$ cat src/rtl/mem_arb_pkg.sv
// mem_arb_pkg: shared types and constants for the memory port arbiter.
//   state_t  : arbiter FSM state encoding (IDLE, ACCESS, DONE)
//   GNT_IF/D : grantee encoding (instruction fetch / data access)
//   CNT_W    : width of the memory latency counter
package mem_arb_pkg;
    typedef enum logic [1:0] {
        IDLE   = 2'd0,
        ACCESS = 2'd1,
        DONE   = 2'd2
    } state_t;
    localparam logic GNT_IF = 1'b0;
    localparam logic GNT_D  = 1'b1;
    localparam int   CNT_W  = 4;
endpackage

$ cat src/rtl/mem_lat_timer.sv
// mem_lat_timer: loadable down-counter that tracks cycles until read data is valid.
//   clk   : system clock
//   reset : synchronous active-low reset, clears the count
//   load  : load value into the counter (has priority over counting)
//   value : count to load
//   zero  : high while the count is zero
module mem_lat_timer
    import mem_arb_pkg::*;
#(
    parameter int W = CNT_W
) (
    input  logic         clk,
    input  logic         reset,
    input  logic         load,
    input  logic [W-1:0] value,
    output logic         zero
);
    logic [W-1:0] cnt;

    // Counts down once per cycle and parks at zero.
    always_ff @(posedge clk) begin
        if (!reset) cnt <= '0;
        else if (load) cnt <= value;
        else if (cnt != '0) cnt <= cnt - 1'b1;
    end

    assign zero = (cnt == '0);
endmodule

$ cat src/rtl/mem_port_arbiter.sv
// mem_port_arbiter: shares one fixed-latency memory port between IF fetch and MEM data access.
//   clk, reset          : clock, synchronous active-low reset
//   if_req/if_addr      : fetch request and address; if_rdata/if_ready return the instruction
//   d_req/d_we/d_addr/
//   d_wdata             : data request; d_rdata/d_ready return load data / completion
//   mem_en/mem_we/
//   mem_addr/mem_wdata  : registered memory strobe, write enable, address, store data
//   mem_rdata           : memory read data, valid MEM_LAT cycles after mem_en
//   pipe_stall          : freezes the pipeline while any request is unanswered
//   busy                : an access is in progress
module mem_port_arbiter
    import mem_arb_pkg::*;
#(
    parameter int ADDR_W  = 32,
    parameter int DATA_W  = 32,
    parameter int MEM_LAT = 2
) (
    input  logic              clk,
    input  logic              reset,
    input  logic              if_req,
    input  logic [ADDR_W-1:0] if_addr,
    output logic [DATA_W-1:0] if_rdata,
    output logic              if_ready,
    input  logic              d_req,
    input  logic              d_we,
    input  logic [ADDR_W-1:0] d_addr,
    input  logic [DATA_W-1:0] d_wdata,
    output logic [DATA_W-1:0] d_rdata,
    output logic              d_ready,
    output logic              mem_en,
    output logic              mem_we,
    output logic [ADDR_W-1:0] mem_addr,
    output logic [DATA_W-1:0] mem_wdata,
    input  logic [DATA_W-1:0] mem_rdata,
    output logic              pipe_stall,
    output logic              busy
);
    if (MEM_LAT < 1 || MEM_LAT > 15) begin : g_bad_lat
        $error("mem_port_arbiter: MEM_LAT must be in 1..15");
    end

    state_t state, state_n;
    logic   gnt, last_was_d, grant_d, start, fin, zero;

    mem_lat_timer #(.W(CNT_W)) u_timer (
        .clk   (clk),
        .reset (reset),
        .load  (start),
        .value (CNT_W'(MEM_LAT)),
        .zero  (zero)
    );

    always_ff @(posedge clk) begin
        state <= !reset ? IDLE : state_n;
    end

    // Data wins a tie unless it won last time, so a stream of stores cannot starve fetch.
    always_comb begin
        grant_d = d_req & (~if_req | ~last_was_d);
        start   = (state == IDLE) & (if_req | d_req);
        fin     = (state == ACCESS) & zero;
        state_n = state == IDLE   ? (start ? ACCESS : IDLE) :
                  state == ACCESS ? (zero ? DONE : ACCESS) : IDLE;
    end

    always_ff @(posedge clk) begin
        if (!reset) begin
            mem_en     <= 1'b0;
            mem_we     <= 1'b0;
            mem_addr   <= '0;
            mem_wdata  <= '0;
            if_rdata   <= '0;
            d_rdata    <= '0;
            if_ready   <= 1'b0;
            d_ready    <= 1'b0;
            gnt        <= GNT_IF;
            last_was_d <= 1'b0;
        end else begin
            mem_en   <= start;
            if_ready <= fin & (gnt == GNT_IF);
            d_ready  <= fin & (gnt == GNT_D);
            if (start) begin
                mem_addr   <= grant_d ? d_addr : if_addr;
                mem_we     <= grant_d & d_we;
                mem_wdata  <= grant_d ? d_wdata : '0;
                gnt        <= grant_d ? GNT_D : GNT_IF;
                last_was_d <= grant_d;
            end
            if (fin && gnt == GNT_IF) if_rdata <= mem_rdata;
            if (fin && gnt == GNT_D && !mem_we) d_rdata <= mem_rdata;
        end
    end

    assign pipe_stall = (if_req & ~if_ready) | (d_req & ~d_ready);
    assign busy       = (state != IDLE);
endmodule
$ cat config.mk
export PLATFORM = sky130hd
export DESIGN_NAME = mem_port_arbiter
export DESIGN_NICKNAME = d
export VERILOG_FILES = /design/src/rtl/mem_arb_pkg.sv /design/src/rtl/mem_lat_timer.sv /design/src/rtl/mem_port_arbiter.sv
export SDC_FILE = /design/constraint.sdc
export NUM_CORES = 1
export LEC_CHECK = 0
export ABC_AREA = 1
export BUFFER_PORTS_ARGS = -buffer_cell sky130_fd_sc_hd__clkbuf_2
export CORE_MARGIN = 2
export CORE_UTILIZATION = 45
export DETAILED_ROUTE_END_ITERATION = 8
export HOLD_SLACK_MARGIN = 0.02
export PLACE_DENSITY = 0.83
export SETUP_SLACK_MARGIN = 0.05
export SKIP_CTS_REPAIR_TIMING = 1
export SYNTH_ARGS = -nofsm -noshare
export SYNTH_HDL_FRONTEND = slang
export SYNTH_SLANG_ARGS = --single-unit
export TNS_END_PERCENT = 50
$ cat constraint.sdc
create_clock -name clk -period 2.67 [get_ports clk]
set_input_delay 0.1335 -clock clk [delete_from_list [all_inputs] [get_ports clk]]
set_output_delay 0.1335 -clock clk [all_outputs]
set_load 0.05 [all_outputs]
Yosys cells after proc, flatten, opt, wreduce, memory -nomap -nowiden
Cells that the tools add are included.
{"block": "word_totals", "regBits": 140, "wordCells": 51, "output_inout_bits": 134}
{"block": "op_classes", "eq_ne": 1, "n_addsub": 1, "reduce_logical": 10, "bitwise_logic": 17, "muxes": 9}
{"cell": "2-to-1 mux 32 bit", "count": 2}
{"cell": "2-to-1 mux 2 bit", "count": 5}
{"cell": "bitwise AND 1 bit", "count": 8}
{"cell": "NOT 1 bit", "count": 6}
{"cell": "logical NOT 4 bit", "count": 1}
{"cell": "nonzero test 2 bit", "count": 2}
{"cell": "nonzero test 4 bit", "count": 1}
{"cell": "subtractor 4 x 1 -> 4 bit (second input constant)", "count": 1}
{"cell": "logical AND 1 bit", "count": 3}
{"cell": "bitwise OR 1 bit", "count": 3}
{"cell": "equality test 2 x 1 -> 1 bit (second input constant)", "count": 1}
{"cell": "logical NOT 2 bit", "count": 1}
{"cell": "2-to-1 mux 1 bit", "count": 2}
{"cell": "OR reduction 2 bit", "count": 1}
{"cell": "logical NOT 1 bit", "count": 1}

Logic depth before layout (Yosys ltp)
{"block": "depth", "depth_word": 4, "depth_mapped": 9}

Hierarchy
A second synthesis with hierarchy kept.
{"block": "hier_totals", "cells_unflattened": 936, "area_unflattened_um2": 6039.5}
{"module": "mem_port_arbiter", "seq_area_each_um2": 2702.6, "cells_each": 896, "n_inst": 1, "area_each_um2": 5791.8}
{"module": "mem_lat_timer", "seq_area_each_um2": 80.1, "cells_each": 40, "n_inst": 1, "area_each_um2": 247.7}

Worst setup path before layout
OpenSTA, ideal clock, no wires.
{"block": "synth_timing", "path_type": "reg2out", "startpoint": "register if_ready", "endpoint": "output port pipe_stall", "stages_incl_launch_ff": 2, "arrival_time_ns": 1.313, "required_ns": 2.536, "setup_slack_ns": 1.223, "cell_sequence": "dfxtp_1 o22ai_1"}
{"block": "synth_via", "elab_chain_len": 3}
{"item": "start, declared", "line_no": "mem_port_arbiter.sv:23", "rtl": "output logic if_ready,"}
{"item": "start signal, assigned", "line_no": "mem_port_arbiter.sv:80", "rtl": "if_ready <= fin & (gnt == GNT_IF);"}
{"item": "NOT 1 bit", "line_no": "mem_port_arbiter.sv:94", "rtl": "assign pipe_stall = (if_req & ~if_ready) | (d_req & ~d_ready);"}
{"item": "bitwise AND 1 bit", "line_no": "mem_port_arbiter.sv:94"}
{"item": "bitwise OR 1 bit", "line_no": "mem_port_arbiter.sv:94"}
{"item": "end, declared", "line_no": "mem_port_arbiter.sv:35", "rtl": "output logic pipe_stall,"}
No other way between the ends.

==> results.md <==
- Status: finished with violations
- Failing checks: negative hold slack
- XOR/XNOR Fraction of Synth Area: 0%
- Fmax achieved: 522 MHz
- H-tree levels: 4
- Final ANT Viol Nets: 0
- Maxcap violations: 0
- Die height: 116 um
- Routed wire length: 18200 um
- Sequential cell area fraction in the yosys report: 49.2%
- RSZ-0062 raised after global routing: no
- Tot GR Track Use: around 22%
- Die Wd: between 100 and 150 um
- Peak supply drop: about 0.45 mV
- Hold_ws: -0.0282 ns
- Hold Path End: mem_wdata[10]
- Final Skew: approximately 0.012 ns
- Synth warn: 0
- Worst min-delay path category: in -> reg
- Largest family of logic cells by synthesized area: simple AND/OR/NAND/NOR gates
- Crit-path cells: nand2_1, nand2_2, nand2_1, o211ai_1, nand2_1
- R2R cell count: 5
- Synth area leaders: dfxtp_1 (49%), nand2_1 (22%), inv_1 (11%)
- Syn avg cell area: just under 7 um2
- Clock Sinks: 139
- Largest net degree at the start of global routing: between 60 and 70
- Final period utilization: 71.8%
- Final Instance Area: roughly 8600 um2
- ANT cells: 0
- WL per Instance: 13.4 um
- Final Hold Fails: 3
- Slew HR: between 20 and 30%
- Core area: between 10000 and 15000 um2
- Root buf cell: clkbuf_16
- Cells after synthesis: approximately 830
- Worst reg2reg endpoint: mem_addr[6]
- First-pass GRT wire length: about 23000 um
- Drt pass-1 iters: 7
- TritonCTS clock tree: built
- Largest stage delay on the critical path: ~0.8 ns
- Complex-gate fraction of the synthesized area: under 10%
- Area grow syn2layout: 52.3%
- Leakage power: approximately 5 nW
- Cell area after synthesis: approximately 5700 um2
- CP max FO: between 60 and 70
- Worst-margin pin slew: 1.06 ns
- Setup TNS: 0 ns
- Share of the synthesized area in the top cell type: between 40% and 50%
- R2r setup slk: approximately 0.75 ns
- Fillers: around 900
- CP max-delay cell: nand2_2
- Final Core Density: 71.1%
- Clk slew on worst S/H paths: approximately 0.060 ns
- PD cells: 833 nW/um2
- Nature of the critical path endpoint: flop
- Number of antenna violations at the first check in global routing: 0
- CP required: 2.96 ns
- Hold Path Origin: d_wdata[10]
- Vias in the first global route: between 4000 and 5000
- Post-DP Area: 7050 um2
- Multi-input gate area: around 2000 um2
- Critical path class: reg -> reg
- Share of layout cells above drive strength 1: between 20% and 30%
- Seq cells post-synth: ~140
- Detailed-route via count: between 6000 and 7000
- NumNets Final: 1309
- Synth Area in Adders: 0%
- Simple-Gate Fraction of Synth Area: 27.8%
- Startpoint type of the worst setup path: flop
- FP Rows: 40
- IO Port Bufs: roughly 270
- Routability cong.: roughly 0.76
- Yosys top cell by area: dfxtp_1
- Worst skew pair latency: approximately 0.42 ns
- Total CTS buffers: 17
- Proportion of synthesized area in mux cells: 0%
- Cell variety after synth: 23
- Die footprint: between 10000 and 15000 um2
- Remaining DRCs: 0
- 1st-iter DRT viols: between 500 and 600
- Crit path DAT: around 2.2 ns
- Crit path time final: between 1.5 and 2 ns
- Grt ovf: 0
- Most used cell, CP: nand2_1
- I/O Pins: 267
- # setup viols final: 0
- Synthesized Nets: between 900 and 1000
- Critical R2R Launch: gnt
- Detailed Place HPWL: ~11000 um
- Clock Path Buffers: 2
- Initial core utilization: 46.7%
- Register area: about 2800 um2
- Hold Path Depth: 3
- Pins Over Slew Limit: 0
- Vias/cell: 4.57
Yosys cell counts:
cell,instances
o21ai_1,2
nand3_1,1
buf_2,16
nand4_2,1
buf_4,2
o211ai_1,31
a31oi_1,1
o22ai_1,1
nand2_2,1
inv_1,170
nand4_1,1
nor2_2,5
buf_6,3
inv_2,4
clkbuf_1,16
nor3_1,2
buf_1,1
o21ai_0,37
nor2_4,1
nand2_1,327
dfxtp_1,139
nor2_1,70
o21ai_2,1
power by group:
group / switching (W) / total (W) / internal (W) / leakage, nW
combinational: 0.00155 / 0.00206 / 0.000515 / 3.65
sequential: 0.000149 / 0.00250 / 0.00235 / 1.14
clock: 0.000902 / 0.00261 / 0.00171 / 0.309
total: 0.00260 / 0.00717 / 0.00457 / 5.10
placed cells by master (no fill, tap or decap):
master,n
nand2_1,326
clkbuf_2,266
inv_1,170
dfxtp_1,139
dlygate4sd3_1,90
nor2_1,69
o21ai_0,37
o211ai_1,31
clkbuf_16,17
buf_4,6
nor2_2,5
bufinv_16,5
inv_2,4
clkinvlp_4,3
nor2_4,2
nand2_2,2
o21ai_1,2
nor3_1,2
clkbuf_1,2
clkinv_2,2
clkbuf_8,2
o22ai_1,1
nand4_2,1
o21ai_2,1
nand4_1,1
nand3_1,1
a31oi_1,1
clkinv_4,1
per-stage QoR:
step                      total power, W  setup slack [ns]  hold slack (ns)  instances
after CTS                        0.00706             0.937          -0.0641       1267
after floorplan                  0.00397              1.22            0.268        833
after global routing             0.00747             0.606          0.00883       1357
after global placement           0.00443              1.05            0.368       1235
after detailed placement         0.00446             0.952            0.378       1235
final                            0.00717             0.753          -0.0282       1357
worst max-delay path by stage:
stage	startpoint	end	slack [ns]	cells after the start
final	gnt	mem_addr[6]	0.75	5
after global routing	gnt	mem_addr[6]	0.61	5
after detailed placement	gnt	mem_addr[11]	0.95	5
after floorplan	if_ready	pipe_stall	1.22	1
after CTS	gnt	mem_addr[9]	0.94	5
after global placement	gnt	mem_addr[29]	1.05	5
state kept, by name (all words and copies together) (netlist names):
register and cells:
mem_addr 32, mem_en 1, mem_we 1, u_timer.cnt 4, state 2, d_ready 1
if_ready 1, mem_wdata 32, d_rdata 32, if_rdata 32, gnt 1
routing by layer:
layer,track usage (%),wire length [um],vias up
li1,-,-,3119
met1,25.4,6890,2751
met2,36.8,9200,267
met3,7.48,1330,62
met4,10.7,725,0
met5,0,0,-
critical path: cells and delay by family, from the launching register on:
kind            cells  cell delay [ns]
compound gates      1             0.22
flops               1             0.38
simple gates        4             1.19
cell type report:
type                    instances  area share [%]
inverters                     174            7.59
multi-input cells             482            23.6
flip-flops and latches        139            32.3
clock buffers                  21            5.35
clock inverters                11            2.22
well taps                     168            2.44
repair buffers                362            26.5
logic make-up after synthesis:
kind of cell           after synthesis
AND/OR/NAND/NOR                    409
flip-flops                         139
AO/OA/AOI/OAI                       73
buffers and inverters              212
No activity file was read; power rests on OpenSTA's default activity.
